**src/rtl/shuffle_index_picker.sv**
```systemverilog
// Compacts a candidate bitmap into an index table, then issues each index once in random order; optional macro PICK_MOD_EN selects rand%count picking.
// Latency: start edge N -> out_valid after edge N+BS/SCAN_W+1; one pick per 2 cycles. Backpressure: pick held stable while out_ready low.
module shuffle_index_picker #(
    parameter int BS     = 16,
    parameter int SCAN_W = 4,
    parameter int RAND_W = 32
) (
    input  logic                       clk,
    input  logic                       rst,
    input  logic                       start,
    input  logic                       abort,
    input  logic [BS-1:0]              cand_list,
    input  logic [RAND_W-1:0]          rand_num,
    output logic                       out_valid,
    input  logic                       out_ready,
    output logic [$clog2(BS)-1:0]      out_index,
    output logic                       out_last,
    output logic [$clog2(BS+1)-1:0]    remaining,
    output logic                       busy,
    output logic                       empty_err
);
    localparam int IDX_W = $clog2(BS);
    localparam int CNT_W = $clog2(BS + 1);
    localparam int NSCAN = BS / SCAN_W;
    localparam int PTR_W = (NSCAN > 1) ? $clog2(NSCAN) : 1;

    typedef enum logic [1:0] {S_IDLE, S_SCAN, S_CALC, S_PRESENT} state_t;

    state_t             state_q, state_d;
    logic [BS-1:0]      snap_q, snap_d;
    logic [PTR_W-1:0]   ptr_q, ptr_d;
    logic [CNT_W-1:0]   count_q, count_d;
    logic [IDX_W-1:0]   map_q [BS];
    logic [IDX_W-1:0]   map_d [BS];
    logic [IDX_W-1:0]   sel_q, sel_d;
    logic [IDX_W-1:0]   idx_q, idx_d;
    logic               last_q, last_d;
    logic               valid_q, valid_d;
    logic               busy_q, busy_d;
    logic               err_q, err_d;
    logic [IDX_W-1:0]   pick_sel;
    logic [SCAN_W-1:0]  seg;
    logic [CNT_W-1:0]   wr;

`ifdef PICK_MOD_EN
    logic [RAND_W-1:0]  mod_res;
    always_comb begin
        mod_res = '0;
        if (count_q != '0)
            mod_res = rand_num % RAND_W'(count_q);
    end
    assign pick_sel = IDX_W'(mod_res);
`else
    // Scaling a 16-bit fraction by count keeps sel < count without a divider.
    logic [15+CNT_W:0]  prod;
    logic               unused_rand_hi;
    assign prod           = (16 + CNT_W)'(rand_num[15:0]) * (16 + CNT_W)'(count_q);
    assign pick_sel       = IDX_W'(prod >> 16);
    assign unused_rand_hi = ^rand_num[RAND_W-1:16];
`endif

    always_comb begin
        state_d = state_q;
        snap_d  = snap_q;
        ptr_d   = ptr_q;
        count_d = count_q;
        map_d   = map_q;
        sel_d   = sel_q;
        idx_d   = idx_q;
        last_d  = last_q;
        err_d   = 1'b0;
        seg     = snap_q[int'(ptr_q)*SCAN_W +: SCAN_W];
        wr      = count_q;

        case (state_q)
            S_IDLE: begin
                if (start) begin
                    snap_d  = cand_list;
                    count_d = '0;
                    ptr_d   = '0;
                    state_d = S_SCAN;
                end
            end
            S_SCAN: begin
                for (int j = 0; j < SCAN_W; j++) begin
                    if (seg[j]) begin
                        if (wr < CNT_W'(BS))
                            map_d[wr[IDX_W-1:0]] = IDX_W'(int'(ptr_q)*SCAN_W + j);
                        wr = wr + CNT_W'(1);
                    end
                end
                count_d = wr;
                ptr_d   = ptr_q + PTR_W'(1);
                if (ptr_q == PTR_W'(NSCAN - 1)) begin
                    if (wr == '0) begin
                        state_d = S_IDLE;
                        err_d   = 1'b1;
                    end else begin
                        state_d = S_CALC;
                    end
                end
            end
            S_CALC: begin
                sel_d   = pick_sel;
                idx_d   = map_q[pick_sel];
                last_d  = (count_q == CNT_W'(1));
                state_d = S_PRESENT;
            end
            S_PRESENT: begin
                if (out_ready) begin
                    // Swap-remove keeps the live entries packed in map[0..count-1].
                    map_d[sel_q] = map_q[IDX_W'(count_q - CNT_W'(1))];
                    count_d      = count_q - CNT_W'(1);
                    last_d       = 1'b0;
                    state_d      = (count_q == CNT_W'(1)) ? S_IDLE : S_CALC;
                end
            end
            default: state_d = S_IDLE;
        endcase

        if (abort) begin
            state_d = S_IDLE;
            count_d = '0;
            last_d  = 1'b0;
            err_d   = 1'b0;
        end
        valid_d = (state_d == S_PRESENT);
        busy_d  = (state_d != S_IDLE);
    end

    always_ff @(posedge clk or posedge rst) begin
        if (rst) begin
            state_q <= S_IDLE;
            snap_q  <= '0;
            ptr_q   <= '0;
            count_q <= '0;
            for (int i = 0; i < BS; i++) map_q[i] <= '0;
            sel_q   <= '0;
            idx_q   <= '0;
            last_q  <= 1'b0;
            valid_q <= 1'b0;
            busy_q  <= 1'b0;
            err_q   <= 1'b0;
        end else begin
            state_q <= state_d;
            snap_q  <= snap_d;
            ptr_q   <= ptr_d;
            count_q <= count_d;
            map_q   <= map_d;
            sel_q   <= sel_d;
            idx_q   <= idx_d;
            last_q  <= last_d;
            valid_q <= valid_d;
            busy_q  <= busy_d;
            err_q   <= err_d;
        end
    end

    assign out_valid = valid_q;
    assign out_index = idx_q;
    assign out_last  = last_q;
    assign remaining = count_q;
    assign busy      = busy_q;
    assign empty_err = err_q;
endmodule

```
**config.mk**
```make
export PLATFORM = sky130hd
export DESIGN_NAME = shuffle_index_picker
export DESIGN_NICKNAME = d
export VERILOG_FILES = /design/src/rtl/shuffle_index_picker.sv
export SDC_FILE = /design/constraint.sdc
export NUM_CORES = 1
export LEC_CHECK = 0
export CORE_UTILIZATION = 48
export DETAILED_ROUTE_END_ITERATION = 7
export GPL_TIMING_DRIVEN = 0
export PLACE_DENSITY = 0.67
export SYNTH_ARGS = -nofsm -noshare
export SYNTH_HDL_FRONTEND = slang
export SYNTH_SLANG_ARGS = --single-unit
```
**constraint.sdc**
```tcl
create_clock -name clk -period 8.3 [get_ports clk]
set_input_delay 2.49 -clock clk [delete_from_list [all_inputs] [get_ports clk]]
set_output_delay 2.49 -clock clk [all_outputs]
set_load 0.01 [all_outputs]
```
==> metrics.yaml <==
routing:
  firstDrtPassIters: 8
  drc: 0
  wl_per_cell_um: 22.8
  vias_per_cell: 6.43
  drt_iter0_drc: 1136
  num_vias: 9762
  routed_wl_um: 34700
  final_antenna_net_count: 0
timing:
  worstMarginPinSlew_ns: 1.14
  finalCritPeriodShare: 0.938
  fmax_mhz: 128
  finalSetupViolations: 0
  slew_violations: 0
  hold-worst-slack_ns: 0.482
  rsz0062_at_grt: "false"
  final_hold_viol_count: 0
  max-slew-margin-rel: 0.239
  finClkSkew_ns: 0.0106
  finalCriticalPeriod_ns: 7.79
yosys:
  netlist_area_um2: 10200
  yosys_most_used_dff: "dfrtp_1"
  synthCells: 1184
  postSynthNetCount: 1320
  async_flop_share: 1.00
  synth.area.top_cells: "dfrtp_1 25%, mux4_2 8.2%, fa_1 7.9%"
  synth-simple-area-share: 0.194
  synth_top_family_by_area: "compound AO/OA/AOI/OAI gates"
  synthMuxAreaShare: 0.117
  synth_top_area_share: 0.249
  synthAdderAreaFrac: 0.132
  synth_compound_area_frac: 0.235
  yosys_warnings: 0
  synth_edf_count: 0
  synth_cell_types: 70
  synth_seq_cells: 101
  ys_seq_area_frac: 0.249
  syn_area_per_cell_um2: 8.59
  synth_xor_area_frac: 0.0146
  synth_area_leader_cell: "dfrtp_1"
worst_setup_path:
  crit_arrival_ns: 8.04
  r2r_end: "out_index[0]$_DFFE_PP0P_"
  path_cells: "clkdlybuf4s50_1 -> and2_1 -> fa_1 -> fa_1 -> inv_1 -> fa_1 -> inv_1 -> ha_1 -> a211oi_1 -> nor2_1 -> o31ai_1 -> o211ai_1 -> o21ai_2 -> buf_2 -> mux4_2 -> a221oi_1 -> o21ai_0"
  r2r_cells: 19
  cp_slowest_cell: "o21ai_2"
  crit_fanout: 10
  critPathLaunch: "rand_num[7]"
  worstSetupStartpointType: "input pin"
  rrSetupSlack_ns: 1.33
  endpoint: "out_index[0]$_DFFE_PP0P_"
  r2r-start: "remaining[2]$_DFFE_PP0P_"
  cp.required_ns: 8.55
  worst-setup-path-type: "input pin to register"
  endpoint_kind: "register"
  crit_path_frequent_cell: "fa_1"
  max_stage_delay_ns: 0.63
pwr:
  power_density_nw_per_um2: 357
  ir_worst_vdd_mv: 0.187
  p_leak_uw: 0.00467
  power_uw: 4040
place:
  hpwlAfterDp_um: 26800
  place.gp.congestion: 0.985
  numPortBuffers: 48
  detailed_place.area_um2: 11000
clock_tree:
  cts_sinks: 101
  cts_tree: "built"
  ctsHoldBuffers: 0
  post_cts_buffers: 0
  htree_num_levels: 3
  insertion_delay_ns: 0.37
  clk_pin_slew_ns: 0.08
  root_buffer: "clkbuf_16"
  cts_inserted_buffers: 9
  cts_buffer_depth: 2
die:
  pin_count: 66
  core-area_um2: 20500
  die_w_um: 148
  dieArea_um2: 21800
  initial_core_util: 0.496
  die_y_um: 148
  row_count: 52
worst_hold_path:
  hold_class: "register to register"
global_routing:
  antenna_found_initial: 0
  grt_max_degree: 64
  grt_pass1_wl_um: 54100
  grt_pass1_vias: 9325
  grt_overflow: 0
  globalRouteTotalUtil: 0.330
layout:
  multiInputGateArea_um2: 7050
  fillers: 1936
  regArea_um2: 2530
  final_cell_mix: "119 x nand2_1, 108 x o21ai_0, 101 x dfrtp_1, 83 x inv_1, 74 x a21oi_1"
  final_common_cell: "nand2_1"
  insertedDiodeCount: 0
  fin_area_um2: 11300
  num-nets-final: 1380
  drive_gt1_frac: 0.0921
  area_delta_synth_final_pct: 11.4
job:
  maxCapViolCount: 0
outcome:
  status: "finished, final reports clean"
per-stage QoR:
step | cells | setup slack, ns | setup TNS [ns] | utilization
floorplan | 1184 | 1.09 | 0 | -
global placement | 1502 | -0.339 | -1.22 | 0.536
detailed placement | 1503 | -0.396 | -1.40 | 0.537
CTS | 1518 | 0.0148 | 0 | 0.552
global route | 1518 | 0.139 | 0 | 0.552
finish | 1518 | 0.512 | 0 | 0.552
cell families (layout without fill, tap and decap cells):
group | after synthesis | count (layout)
buffers and inverters | 149 | 213
AO/OA/AOI/OAI | 365 | 365
multiplexers | 70 | 70
XOR/XNOR | 17 | 17
flip-flops | 101 | 101
adder cells (fa/ha/maj) | 83 | 83
AND/OR/NAND/NOR | 399 | 399
critical path, delay by kind of cell:
kind | cells | cell delay, ns
fa+ha+maj | 4 | 1.87
simple gates | 2 | 0.30
mux | 1 | 0.63
buf+inv | 4 | 1.07
compound gates | 6 | 1.67
routing by layer:
layer  track usage  vias up  part of all wire
met5             0        -                 0
met2         0.502      524              0.44
met1         0.455     4715              0.42
li1              -     4408                 -
met3        0.0608      115             0.097
met4         0.157        0             0.048
final cells by class:
class | count | share of cell area
Clock buffer | 9 | 0.0199
Tap cell | 270 | 0.0298
Multi-Input combinational cell | 934 | 0.623
Timing Repair Buffer | 49 | 0.0442
Sequential cell | 101 | 0.223
Inverter | 84 | 0.0281
Clock inverter | 6 | 0.00630
Buffer | 65 | 0.0256
where the power goes:
group	switching, µW	internal [µW]	leakage (µW)	total, µW
registers	144	642	0.00127	787
logic	1820	978	0.00326	2800
clock network	217	236	0.000144	453
sequential cells by signal, summed over array words and instances (netlist names):
register / cells
busy: 1
out_last: 1
snap_q: 16
ptr_q: 2
out_valid: 1
sel_q: 4
state_q: 2
out_index: 4
empty_err: 1
remaining: 5
map_q: 64
repair_timing:
action / CTS / global route
endpoints found under the setup margin: 2 / 4
gates cloned: 0 / 0
gates resized for setup: 1 / 2
cell usage after synthesis, types with 12 or more instances:
cell type  count
dfrtp_1      101
nor2_1        68
mux4_2        37
o21bai_1      15
a21oi_1       74
clkbuf_1      45
buf_2         12
and2_1        61
nand2_1      119
ha_1          43
nor3_1        36
o21a_1        13
o2bb2ai_1     29
fa_1          40
nand3_1       42
o21ai_0      108
nand2b_1      15
mux2_2        22
inv_1         84
xnor2_1       13
worst min-delay path by stage:
stage	end	startpoint	slack (ns)	cells after the start
2_1_floorplan	map_q[10]$_DFFE_PP0P_	map_q[10]$_DFFE_PP0P_	0.47	1
3_3_place_gp	out_index[0]$_DFFE_PP0P_	out_index[0]$_DFFE_PP0P_	0.47	2
3_5_place_dp	out_index[0]$_DFFE_PP0P_	out_index[0]$_DFFE_PP0P_	0.47	2
4_1_cts	out_index[0]$_DFFE_PP0P_	out_index[0]$_DFFE_PP0P_	0.49	2
5_1_grt	out_index[2]$_DFFE_PP0P_	out_index[2]$_DFFE_PP0P_	0.51	2
6_report	out_index[3]$_DFFE_PP0P_	out_index[3]$_DFFE_PP0P_	0.48	2
(Power assumes the default switching activity.)
